===== src/rtl/tsc_pkg.sv =====
// Shared TSC definitions: opcode and function-code values and the core FSM states.
package tsc_pkg;

  localparam logic [3:0] BNE   = 4'd0;
  localparam logic [3:0] BEQ   = 4'd1;
  localparam logic [3:0] ADI   = 4'd4;
  localparam logic [3:0] ORI   = 4'd5;
  localparam logic [3:0] LHI   = 4'd6;
  localparam logic [3:0] JMP   = 4'd9;
  localparam logic [3:0] RTYPE = 4'd15;

  localparam logic [5:0] ADD = 6'd0;
  localparam logic [5:0] SUB = 6'd1;
  localparam logic [5:0] AND = 6'd2;
  localparam logic [5:0] ORR = 6'd3;
  localparam logic [5:0] WWD = 6'd28;
  localparam logic [5:0] HLT = 6'd29;

  typedef enum logic [1:0] {
    FETCH = 2'd0,
    EXEC  = 2'd1,
    HALT  = 2'd2
  } state_t;

endpackage


===== src/rtl/tsc_regfile.sv =====
// Four-entry TSC register file: two operand read ports, one inspection read port,
// one synchronous write port, synchronous active-high clear.
module tsc_regfile
  import tsc_pkg::*;
#(
  parameter int WORD_SIZE = 16
) (
  input  logic                 clk,
  input  logic                 reset,
  input  logic                 we,
  input  logic [1:0]           waddr,
  input  logic [WORD_SIZE-1:0] wdata,
  input  logic [1:0]           raddr_a,
  input  logic [1:0]           raddr_b,
  input  logic [1:0]           raddr_v,
  output logic [WORD_SIZE-1:0] rdata_a,
  output logic [WORD_SIZE-1:0] rdata_b,
  output logic [WORD_SIZE-1:0] rdata_v
);

  logic [WORD_SIZE-1:0] regs [4];

  always_ff @(posedge clk) begin
    if (reset) begin
      for (int i = 0; i < 4; i++) regs[i] <= '0;
    end else if (we) begin
      regs[waddr] <= wdata;
    end
  end

  // Reads return the pre-write value, so a same-cycle write is seen one cycle later.
  assign rdata_a = regs[raddr_a];
  assign rdata_b = regs[raddr_b];
  assign rdata_v = regs[raddr_v];

endmodule


===== src/rtl/tsc_multicycle_core.sv =====
// Multi-cycle TSC core with external instruction fetch port.
// Build macro NUM_INST_EN: defined keeps the committed-instruction counter, undefined ties num_inst to 0.
//
// state | meaning
// FETCH | request instruction at pc, latch it into ir on i_req & i_ready
// EXEC  | execute ir in one enabled cycle, write back, advance pc
// HALT  | HLT committed; only reset leaves
module tsc_multicycle_core
  import tsc_pkg::*;
#(
  parameter int WORD_SIZE = 16,
  parameter int PC_SIZE   = 8,
  parameter int RESET_PC  = 0
) (
  input  logic                 clk,
  input  logic                 reset_cpu,
  input  logic                 cpu_enable,
  input  logic                 wwd_enable,
  input  logic [1:0]           register_selection,
  output logic                 i_req,
  output logic [PC_SIZE-1:0]   i_addr,
  input  logic [15:0]          i_data,
  input  logic                 i_ready,
  output logic [WORD_SIZE-1:0] output_port,
  output logic [7:0]           PC_below8bit,
  output logic [WORD_SIZE-1:0] num_inst,
  output logic                 halted
);

  state_t               state;
  logic [PC_SIZE-1:0]   pc, pc_inc, pc_branch, pc_jump, pc_next;
  logic [15:0]          ir;
  logic [3:0]           op;
  logic [1:0]           rs, rt, rd;
  logic [5:0]           func;
  logic [7:0]           imm;
  logic [WORD_SIZE-1:0] rs_val, rt_val, view_val, wb_data;
  logic [1:0]           wb_addr;
  logic                 wb_en, is_wwd, is_hlt, exec_fire;

  assign op   = ir[15:12];
  assign rs   = ir[11:10];
  assign rt   = ir[9:8];
  assign rd   = ir[7:6];
  assign func = ir[5:0];
  assign imm  = ir[7:0];

  assign i_req        = (state == FETCH) && cpu_enable && !reset_cpu;
  assign i_addr       = pc;
  assign PC_below8bit = 8'(pc);
  assign exec_fire    = (state == EXEC) && cpu_enable;

  tsc_regfile #(.WORD_SIZE(WORD_SIZE)) u_regfile (
    .clk     (clk),
    .reset   (reset_cpu),
    .we      (exec_fire && wb_en),
    .waddr   (wb_addr),
    .wdata   (wb_data),
    .raddr_a (rs),
    .raddr_b (rt),
    .raddr_v (register_selection),
    .rdata_a (rs_val),
    .rdata_b (rt_val),
    .rdata_v (view_val)
  );

  assign pc_inc    = pc + 1'b1;
  assign pc_branch = pc_inc + PC_SIZE'(signed'(imm));

  // Narrow PCs take the low target bits; wide PCs keep their page above bit 11.
  if (PC_SIZE <= 12) begin : g_jmp_narrow
    assign pc_jump = ir[PC_SIZE-1:0];
  end else begin : g_jmp_wide
    assign pc_jump = {pc[PC_SIZE-1:12], ir[11:0]};
  end

  always_comb begin
    wb_en   = 1'b0;
    wb_addr = rd;
    wb_data = '0;
    pc_next = pc_inc;
    is_wwd  = 1'b0;
    is_hlt  = 1'b0;
    case (op)
      RTYPE: begin
        case (func)
          ADD: begin wb_en = 1'b1; wb_data = rs_val + rt_val; end
          SUB: begin wb_en = 1'b1; wb_data = rs_val - rt_val; end
          AND: begin wb_en = 1'b1; wb_data = rs_val & rt_val; end
          ORR: begin wb_en = 1'b1; wb_data = rs_val | rt_val; end
          WWD: is_wwd = 1'b1;
          HLT: is_hlt = 1'b1;
          default: ;
        endcase
      end
      ADI: begin
        wb_en   = 1'b1;
        wb_addr = rt;
        wb_data = rs_val + WORD_SIZE'(signed'(imm));
      end
      ORI: begin
        wb_en   = 1'b1;
        wb_addr = rt;
        wb_data = rs_val | WORD_SIZE'(imm);
      end
      LHI: begin
        wb_en   = 1'b1;
        wb_addr = rt;
        wb_data = WORD_SIZE'({imm, 8'h00});
      end
      JMP: pc_next = pc_jump;
      BNE: if (rs_val != rt_val) pc_next = pc_branch;
      BEQ: if (rs_val == rt_val) pc_next = pc_branch;
      default: ;
    endcase
  end

  always_ff @(posedge clk) begin
    if (reset_cpu) begin
      state       <= FETCH;
      pc          <= PC_SIZE'(RESET_PC);
      ir          <= '0;
      output_port <= '0;
      halted      <= 1'b0;
    end else begin
      if (!wwd_enable)
        output_port <= view_val;
      else if (exec_fire && is_wwd)
        output_port <= rs_val;

      case (state)
        FETCH: begin
          if (i_req && i_ready) begin
            ir    <= i_data;
            state <= EXEC;
          end
        end
        EXEC: begin
          if (cpu_enable) begin
            pc <= pc_next;
            if (is_hlt) begin
              state  <= HALT;
              halted <= 1'b1;
            end else begin
              state <= FETCH;
            end
          end
        end
        HALT:    state <= HALT;
        default: state <= FETCH;
      endcase
    end
  end

`ifdef NUM_INST_EN
  always_ff @(posedge clk) begin
    if (reset_cpu)
      num_inst <= '0;
    else if (exec_fire)
      num_inst <= num_inst + 1'b1;
  end
`else
  assign num_inst = '0;
`endif

endmodule

===== config.mk =====
export PLATFORM = sky130hd
export DESIGN_NAME = tsc_multicycle_core
export DESIGN_NICKNAME = d
export VERILOG_FILES = /design/src/rtl/tsc_pkg.sv /design/src/rtl/tsc_regfile.sv /design/src/rtl/tsc_multicycle_core.sv
export SDC_FILE = /design/constraint.sdc
export NUM_CORES = 1
export LEC_CHECK = 0
export CORE_MARGIN = 4
export CORE_UTILIZATION = 60
export CTS_BUF_LIST = sky130_fd_sc_hd__clkbuf_8
export CTS_CLUSTER_DIAMETER = 40
export DETAILED_ROUTE_END_ITERATION = 6
export PLACE_DENSITY = 0.82
export SLEW_MARGIN = 15
export SYNTH_ARGS = -nofsm -noshare
export SYNTH_HDL_FRONTEND = slang
export SYNTH_HIERARCHICAL = 1
export SYNTH_SLANG_ARGS = --single-unit

===== constraint.sdc =====
create_clock -name clk -period 5.1 [get_ports clk]
set_clock_uncertainty 0.15 [all_clocks]
set_input_delay 0.51 -clock clk [delete_from_list [all_inputs] [get_ports clk]]
set_output_delay 0.51 -clock clk [all_outputs]
set_load 0.05 [all_outputs]

### Word level (Yosys, flattened, before mapping)

Memory sizes are Yosys's and may differ from the RTL's. A register that Yosys moved wholly into a read port is not among the register bits.
Index checks and enable logic that the tools add are counted.

* bitwise operators: 3
* $add $sub $neg: 5
* eq/ne operators: 18
* reductions and logical operators: 17
* mux-type cells: 30

Operators with widths (number)
* case mux 16 bit (4 select lines): 2
* 2-to-1 mux 16 bit: 3
* adder 16 bit: 2
* case mux 8 bit (3 select lines): 1
* 2-to-1 mux 2 bit: 9
* bitwise AND 16 bit: 1
* equality test 16 bit: 1
* 2-to-1 mux 8 bit: 2
* inequality test 16 bit: 1
* OR 16 bit: 1
* OR 16 x 8 -> 16 bit: 1
* OR reduction 16 bit: 1
* subtractor 16 bit: 1
* equality test 4 x 3 -> 1 bit (second input constant): 3
* equality test 6 x 2 -> 1 bit (second input constant): 2
* equality test 6 x 5 -> 1 bit (second input constant): 2
* 2-to-1 mux 1 bit: 11
* adder 8 x 1 -> 8 bit (second input constant): 1
* adder 8 bit: 1
* equality test 4 bit (second input constant): 2
* equality test 6 x 1 -> 1 bit (second input constant): 1
* logical AND 1 bit: 6
* logical NOT 6 bit: 1
* case mux 2 bit (3 select lines): 1
* 13 further kinds: 16

* register bits: 43
* output and inout bits: 50
* memories: 1
* logic and storage cells: 79
* RAM bits: 64
* bits of input ports: 23

Memory list
* u_regfile.regs: words 4, width 16, rd ports 3, clocked after Yosys merged registers in 2, write ports 4, line tsc_regfile.sv:21 `logic [WORD_SIZE-1:0] regs [4];`

### Longest topological paths before layout

Gate-level depths: netlist (run 1).

* depth after elaboration: 10
* depth in mapped cells: 15
* gate-level depth less buffers: 13

### Modules after synthesis

The synthesis (run 1) kept the hierarchy.

Modules (own cells, without submodules)
* tsc_multicycle_core: area an instance 5761.8 um2, seq. area each 860.8 um2, cells an instance 761, instances 1
* tsc_regfile: area an instance 3622.2 um2, seq. area each 1921.8 um2, cells an instance 202, instances 1

### Least setup slack after synthesis (run 1)

OpenSTA, ideal clock, no wires.

* path type: reg-to-reg
* from: register ir[10] (netlist name)
* to: memory u_regfile.regs[1][13] (data pin)
* setup time: 0.255 ns
* required time: 4.695 ns
* setup slack: 1.386 ns
* clock period less this slack: 3.714 ns
* path buffers: 2
* cell stages (with the launch flop): 15
* data arrival time: 3.310 ns
* cell sequence: dfxtp_1 > buf_6 > buf_6 > mux4_2 > inv_1 > ha_1 > a21o_1 > a21o_2 > a21o_1 > a221o_1 > a31oi_1 > xnor2_1 > a222oi_1 > o21ai_1 > and2_1

RTL lines (line)
* end: declaration: tsc_regfile.sv:21

==> results.md, run 1 <==
- The total global routing overflow is 0.
- Entering global routing, the biggest net connects 53 pins.
- After synthesis the netlist holds a flip-flop and latch count of roughly 110.
- Walking the worst path, the cells encountered are buf_4 > mux4_2 > inv_1 > ha_1 > nor4_1 > nand4_1 > nor2b_1 > xnor2_1 > or3_1 > a221o_1 > a21oi_1 > nor3_1.
- For flop-to-flop paths, the worst setup slack is 0.78 ns.
- Static timing analysis puts the maximum clock frequency at 231 MHz.
- The worst setup path is launched from a flop.
- TritonCTS built the clock tree.
- The number of buffers on the longest clock path is 2.
- OpenSTA, run right after detailed placement, puts the worst setup slack at approximately 0.86 ns.
- The final route contains 7,641 vias.
- In the finished design, the share of the clock period the worst path needs comes to 84.8%.
- Of all flip-flops after synthesis, the portion carrying an async set or reset was 0%.
- During synthesis, Yosys emitted a total of 6 warnings.
- The transition time at the pin with the least slew margin is 0.888 ns.
- The vias per cell is 6.37.
- The share of cells above drive strength 1 is a little over a tenth.
- The clock-pin slew on the worst setup and hold paths is 0.11 ns.
- The detailed-routing iteration count for the pre-antenna-repair pass is 5.
- The root buffer selected by CTS is sky130_fd_sc_hd__clkbuf_8.
- The CTS buffer count is 9.
- The total routing usage reported by global routing is 27.7%.
- Relative to the synthesized area, the layout overhead comes to 7.72%.
- In the post-route analysis, the smallest setup slack over all paths is 0.776 ns.
- The share of the Yosys chip area taken by registers is 29.7%.
- The worst-skew pair later-pin latency is slightly below 0.4 ns.
- In the routed design, unresolved DRC markers number 0.
- The total count of hold-check failures in the final report is 0.
- The worst max-slew margin expressed relative to the limit is between 40% and 50%.
- The number of pins exceeding their max-slew limit in the final report is 0.
- The max-capacitance violation count is 0.
- The final layout contains routed wiring with a total length of 24,900 µm.
- Setup repair after global routing left no endpoint under its margin.
- In this run the horizontal extent of the chip is 133 µm.
- The count of final setup violators is 0.
- Among all flip-flop cells after synthesis, the most frequent one is sky130_fd_sc_hd__edfxtp_1.
- Synthesis produced 963 cells.
- Buffers inserted to repair hold after CTS numbered 0.
- For this design the top-level I/O count stands at 73.
- The number of antenna violations at the first check in global routing is 0.
- The routed length per instance is 20.8 µm.
- The type of destination of the critical path is a flop.
- The number of synthesized flops with an enable pin is 64.
- The post-synthesis cell area is 9380 µm².
- The critical path in this run is classified as flop to flop.
- The number of clock sinks is 107.
- VDD sags by at most 0.162 mV.
- The repair_antennas step left the layout with diodes totalling 0.
- The number of global-route vias before repair is 7,186.
- Input and output buffers added on the ports amount to between 50 and 60.
- The power density over cell area is 231 nW/µm².
- The critical-path cell with the highest stage delay is sky130_fd_sc_hd__mux4_2.
- The data arrival time of the worst path is 4.43 ns.
- Detailed placement ended at an HPWL of around 18,000 µm.
- The maximum level of the CTS H-tree is 3.
- In this run the worst hold path is classified as flop to flop.
- After the first detailed-routing iteration, the DRC count stood at between 800 and 900.
- The count of standard-cell rows is 45.
- The number of nets in the finished design is 1,092.
- The largest stage delay on the critical path is around 0.66 ns.
- The netlist uses 81 different library cells.
- Once the clock tree was built, the setup fixing pass inserted 0 buffers.
- The final sum of negative setup slack is 0 ns.
- The routability congestion estimate from global placement is around 1.
- The first global-routing pass estimated between 30,000 and 40,000 µm of wire.
- The effective utilization at floorplan is approximately three fifths.
- The critical path required time is ~5.2 ns.
- The detail route stage leaves a number of antenna-violating nets equal to 0.
- The average footprint of a synthesized cell is 9.74 µm².
- The analysis attributes to cell leakage a power of 3.95 nW.
- The post-CTS resize count is 0.
- The flow ran to the end, and the final reports show no timing, DRC or antenna violations.
- The vertical die dimension is 133 µm.
- The die covers 17,700 µm².
- The minimum period implied by the final worst setup slack is 4.32 ns.
- The maximum fanout along the worst path is 15.
- In this run the standard cell core region covers 15,300 µm².
-- Yosys cell counts, types with 9 or more instances --
cell type                  number  area (µm²)
sky130_fd_sc_hd__nor2_1        66         248
sky130_fd_sc_hd__a211oi_1      31         233
sky130_fd_sc_hd__dfxtp_1       43         861
sky130_fd_sc_hd__nand2_1       63         236
sky130_fd_sc_hd__edfxtp_1      64        1920
sky130_fd_sc_hd__a221oi_1       9        78.8
sky130_fd_sc_hd__buf_2         12        60.1
sky130_fd_sc_hd__nand2b_1       9        56.3
sky130_fd_sc_hd__nand3_1       11        55.1
sky130_fd_sc_hd__nand3b_1      11        82.6
sky130_fd_sc_hd__clkbuf_1      25        93.8
sky130_fd_sc_hd__and2_1        64         400
sky130_fd_sc_hd__mux4_2        48        1080
sky130_fd_sc_hd__xor2_1         9        78.8
sky130_fd_sc_hd__buf_4         27         203
sky130_fd_sc_hd__a21oi_1       51         255
sky130_fd_sc_hd__a21o_1        17         128
sky130_fd_sc_hd__inv_1         58         218
sky130_fd_sc_hd__o22ai_1       10        62.6
sky130_fd_sc_hd__o31ai_1       15         113
sky130_fd_sc_hd__mux2i_1       19         190
sky130_fd_sc_hd__o21bai_1       9        67.6
sky130_fd_sc_hd__ha_1          82        1030
sky130_fd_sc_hd__o21ai_1       19        95.1
sky130_fd_sc_hd__xnor2_1       31         272
sky130_fd_sc_hd__nor3_1        17        85.1
sky130_fd_sc_hd__o21ai_0       19        95.1
-- cells by family (layout without fill, tap and decap cells) --
kind of cell             after synthesis  in the layout  share of synthesized area, %
AND/OR/NAND/NOR                      290            290                          16.5
buffers and inverters                138            148                          7.47
AO/OA/AOI/OAI                        231            231                          16.9
flip-flops                           107            107                          29.7
multiplexers                          70             70                          13.9
other                                  1             16                        0.0400
adder cells (fa/ha/maj)               86             86                          11.8
XOR/XNOR                              40             40                          3.73
-- area by class of cell --
cell class	instances	area, µm²
fill	1208	5150
clock inverter	6	65.1
tap	211	264
inverter	61	229
sequential	107	2780
timing repair buffer	71	668
multi-input combinational	733	5960
clock buffer	10	138
-- power breakdown --
part	internal, mW	total [mW]	leakage, nW	switching (mW)
Combinational	0.303	0.784	2.83	0.482
Sequential	0.950	0.992	1.01	0.0415
Clock	0.243	0.560	0.107	0.317
Total	1.50	2.34	3.95	0.841
-- placed cells by master (no fill, tap or decap), drive strengths merged, types with 10 or more instances in the layout --
cell,count
clkdlybuf4s50,55
and2,64
nor2,68
a211oi,32
inv,65
buf,16
mux4,48
clkbuf,10
mux2i,20
edfxtp,64
nor3,19
a21oi,51
o21ai,38
nand2,63
conb,16
xnor2,31
o31ai,15
dfxtp,43
nand3b,11
nand3,11
o22ai,10
a21o,19
ha,82
-- critical path, delay by kind of cell, from the launching register on --
kind,cells,cell delay [ns]
adders and majority gates,1,0.37
buffers and inverters,2,0.41
DFF,1,0.39
xor gates and xnor gates,1,0.13
and+or+nand+nor,5,1.62
muxes,1,0.66
AOI/OAI and AO/OA,2,0.46
-- sequential cells by signal (all words and copies together) (netlist names) --
register / cells
halted: 1
u_regfile/regs: 64
ir: 16
PC_below8bit: 8
state: 2
output_port: 16
-- stage by stage --
stage	hold slack (ns)	instance area, µm²	utilization [%]	std cells	power [mW]
after global routing	0.377	10100	66.2	1199	2.44
after CTS	0.340	10100	66.2	1199	2.33
after global placement	0.309	9910	64.9	1183	1.77
final	0.340	10100	66.2	1199	2.34
after detailed placement	0.311	9910	64.9	1183	1.78
after floorplan	0.299	9440	-	978	1.60
-- per-layer routing --
layer  routed length (µm)  GRT usage, %
met1                 9950          37.6
met2                11700          44.8
met3                 2390          3.92
met4                  912          11.1
met5                    0             0
-- worst paths after layout --
check | cells after the start | endpoint | from
worst min register to register | 2 | halted | halted
worst max register to register | 12 | PC_below8bit[5] | ir[10]
worst max-delay path | 12 | PC_below8bit[5] | ir[10]
worst min-delay path | 2 | halted | halted
No activity file was read; power rests on OpenSTA's default activity.
==> run 2, diff against run 1 <==
--- a/config.mk
+++ b/config.mk
@@ -6,11 +6,11 @@
 export NUM_CORES = 1
 export LEC_CHECK = 0
 export CORE_MARGIN = 4
-export CORE_UTILIZATION = 60
+export CORE_UTILIZATION = 56
 export CTS_BUF_LIST = sky130_fd_sc_hd__clkbuf_8
 export CTS_CLUSTER_DIAMETER = 40
 export DETAILED_ROUTE_END_ITERATION = 6
-export PLACE_DENSITY = 0.82
+export PLACE_DENSITY = 0.8
 export SLEW_MARGIN = 15
 export SYNTH_ARGS = -nofsm -noshare
 export SYNTH_HDL_FRONTEND = slang
==> constraint.sdc (replaced) <==
create_clock -name clk -period 3.85 [get_ports clk]
set_clock_uncertainty 0.15 [all_clocks]
set_input_delay 0.385 -clock clk [delete_from_list [all_inputs] [get_ports clk]]
set_output_delay 0.385 -clock clk [all_outputs]
set_load 0.05 [all_outputs]
==> results.md, run 2 (synthesis results as in run 1) <==
- The total routing usage reported by global routing is 28.7% (+1.0 points).
- The width of the chip came to 137 µm (+3.3%).
- The final non-filler cell area is 11,200 µm² (+11%).
- The worst setup path endpoint is u_regfile/regs[0][14].
- The critical path start-end classification is flop to flop.
- The routed length per instance is 21.2 µm (+2.0%).
- The worst max-slew margin expressed relative to the limit is 37.1% (-3.5 points).
- The number of DRC violations after detailed-routing iteration 0 is 880 (-1.6%).
- STA classifies the critical path endpoint as a flop.
- TritonCTS built the clock tree.
- The final HPWL from detailed placement is 20,300 µm (+11%).
- In this run the critical register-to-register path is launched from ir[10].
- The total via count after detailed routing is 8,213 (+7.5%).
- The effective utilization at floorplan is 56.8% (-4.7 points).
- The maximum fanout along the worst path was 4 (-11).
- The power spent charging and discharging nets is 1.22 mW (+45%).
- Grouping stages by cell kind, the critical path spends the most delay in compound AO/OA/AOI/OAI gates.
- The final sum of negative setup slack was 0 ns (unchanged).
- The logic depth of the worst register-to-register path is 13 (+1).
- The register with the most flip-flops is u_regfile/regs.
- The total count of hold-check failures in the final report was 0 (unchanged).
- The antenna diode instance count is 0 (unchanged).
- The transition time at the pin with the least slew margin was 0.941 ns (+0.0533 ns).
- The number of clock sinks is 107 (unchanged).
- The cell leakage power was 4.46 nW (+13%).
- The CTS buffer count came to 9 (unchanged).
- The quantity of I/O buffers inserted on ports is 56 (unchanged).
- The buffers plus inverters on the worst setup path is 1 (-1).
- The I/O pin total is 73 (unchanged).
- The largest stage delay on the critical path is 0.62 ns (-0.04 ns).
- The max-capacitance violation count came to 0 (unchanged).
- The utilization of the core after routing is 68.0% (+1.8 points).
- The number of buffers on the longest clock path is 2 (unchanged).
- The number of pins exceeding their max-slew limit in the final report was 0 (unchanged).
- The data arrival time of the worst path is 3.86 ns (-0.57 ns).
- The clock-pin slew on the worst setup and hold paths is 0.10 ns (about the same).
- The number of filler cells placed in the layout is 1,232 (+2.0%).
- The combinational fraction of design power came to 39.4% (+5.8 points).
- The number of global-route vias before repair is 7,668 (+6.7%).
- The worst-case register-to-register setup slack came to 0.02 ns (-0.76 ns).
- The critical path required time is 3.87 ns (-1.34 ns).
- The largest registers in the layout are u_regfile/regs: 64 flops, ir: 16 flops, output_port: 16 flops.
- The final clock period utilization by the worst path is 99.6% (+15 points).
- The clock power share is 20.9% (-3.1 points).
- The depth of the critical timing path with buffers and inverters included is 13 (+1).
- The flow ran to the end, and the final reports show no timing, DRC or antenna violations.
- The top cell types in the final layout, fill and taps aside, are 98 x sky130_fd_sc_hd__buf_4, 69 x sky130_fd_sc_hd__ha_1, 64 x sky130_fd_sc_hd__nor2_1, 64 x sky130_fd_sc_hd__edfxtp_1.
- The first-pass GRT wire length is 41,200 µm (+6.6%).
- The worst-skew pair later-pin latency is 0.40 ns (about the same).
- The number of flip-flops in the largest register is 64 (unchanged).
- The maximum clock frequency is 261 MHz (+13%).
- The share of cells above drive strength 1 is 23.7% (+13 points).
- The final hold slack is 0.328 ns (-0.0117 ns).
- The relative area change from synthesis to final layout is 19.8%.
- The routability congestion estimate from global placement is 0.976 (-4.4%).
- The residual antenna-violating net count after detailed routing came to 0 (unchanged).
- The minimum period implied by the final worst setup slack is 3.83 ns (-0.489 ns).
- The count of final setup violators came to 0 (unchanged).
- The wire length after detailed routing came to 27,600 µm (+11%).
- The worst reg2reg path endpoint is u_regfile/regs[0][14].
- The power density over cell area is 293 nW/µm² (+27%).
- STA classifies the critical path startpoint as a flop.
- The post-placement cell area is 10,600 µm² (+7.0%).
- The post-placement cell count came to 1,271 (+7.4%).
- The number of nets in the finished design is 1,186 (+8.6%).
- The maximum level of the CTS H-tree came to 3 (unchanged).
- The class of the tightest hold or removal check is flop to flop.
- The vertical die dimension is 137 µm (+3.3%).
- Tracing the worst setup path back leads to its startpoint at ir[10].
- The sequential share of power is 39.6% (-2.8 points).
- The detailed-routing iteration count for the pre-antenna-repair pass came to 5 (unchanged).
- The root buffer selected by CTS is sky130_fd_sc_hd__clkbuf_8.
- The switching fraction of total power is 36.9% (+0.92 points).
- The vias per cell is 6.31 (-1.0%).
- The count of standard-cell rows was 47 (+4.4%).
- The largest net degree at the start of global routing is 52 (-1.9%).
- The number of cells in the finished layout apart from fillers is 1,302 (+8.6%).
- On the critical path, the stage with the largest delay is an instance of sky130_fd_sc_hd__mux4_2.
- The leading cell type in the layout, fill and taps excluded is sky130_fd_sc_hd__buf_4.
- The number of antenna violations at the first check in global routing was 0 (unchanged).
- The total internal power is 2.08 mW (+39%).
- The core region area came to 16,500 µm² (+8.3%).
- Setup repair after global routing could not meet its margin everywhere.
- The die footprint is 18,900 µm² (+6.7%).
- The total global routing overflow was 0 (unchanged).
- The maximum vdd ir drop is 0.246 mV (+52%).
- The number of remaining DRC errors is 0 (unchanged).
- The signal on the critical path passes through buf_4 > mux4_2 > ha_4 > fa_2 > a21o_1 > a21o_1 > a21oi_2 > o2111a_1 > nor3_2 > a21oi_2 > mux2i_2 > o2111ai_4 > and2_1.
[run 2: cell count changes in the layout (fill, tap and decap cells not counted), moves of 7 or more]
cell,previous run,this run
sky130_fd_sc_hd__buf_12,0,7
sky130_fd_sc_hd__buf_4,15,98
sky130_fd_sc_hd__ha_1,82,69
sky130_fd_sc_hd__ha_4,0,9
sky130_fd_sc_hd__inv_1,60,48
sky130_fd_sc_hd__inv_2,3,13
[run 2: worst min path at each step]
stage | from | end | slack [ns] | cells past startpoint
after floorplan | ir[11] | ir[11] | 0.30 | 2
final | halted | halted | 0.33 | 2
after global placement | halted | halted | 0.31 | 2
after detailed placement | halted | halted | 0.31 | 2
after CTS | reset_cpu | output_port[12] | 0.31 | 2
after global routing | reset_cpu | output_port[11] | 0.35 | 2
[run 2: repair_timing]
| action | 4_1_cts | 5_1_grt |
|---|---|---|
| gates cloned | 0 | 1 |
| hold buffers | 0 | 0 |
| pin swaps | 0 | 18 |
| setup buffers | 0 | 14 |
| resized for setup | 9 | 62 |
| setup endpoints to repair | 21 | 40 |
[run 2: cell type report]
cell class              count  area, µm²  share of cell area [%]
inverters                  61        231                    2.06
well taps                 220        275                    2.45
clock buffers              10        138                    1.22
clock inverters             6       50.0                   0.445
flip-flops and latches    107       2790                    24.8
multi-input cells         733       6260                    55.7
repair buffers            165       1490                    13.3
[run 2: metrics by stage]
stage / setup WS, ns / power [mW]
after detailed placement: -0.105 / 2.50
after floorplan: 0.136 / 2.12
after global placement: -0.121 / 2.47
after CTS: -0.00739 / 3.19
after global routing: -0.117 / 3.45
final: 0.0155 / 3.29
[run 2: power by group through the flow]
stage	registers [mW]	logic, mW	clock network [mW]
2_1_floorplan	1.37	0.746	0
3_3_place_gp	1.32	1.15	0
3_5_place_dp	1.33	1.17	0
4_1_cts	1.30	1.18	0.702
5_1_grt	1.31	1.39	0.745
6_report	1.31	1.30	0.689
[run 2: tightest hold or removal path, cell delays in order (launching register included)]
cell and delay, ns:
sky130_fd_sc_hd__dfxtp_1 0.34, sky130_fd_sc_hd__a21oi_1 0.04, sky130_fd_sc_hd__nor2_1 0.07
[run 2: routing by layer]
layer  vias up  routed length, µm  track usage (%)  share of wire, %
li1       3739                  -                -                 -
met1      3941              11200             38.4                40
met2       461              12900             46.7                47
met3        72               2650             4.97               9.6
met4         0                888             10.6               3.2
met5         -                  0                0                 0
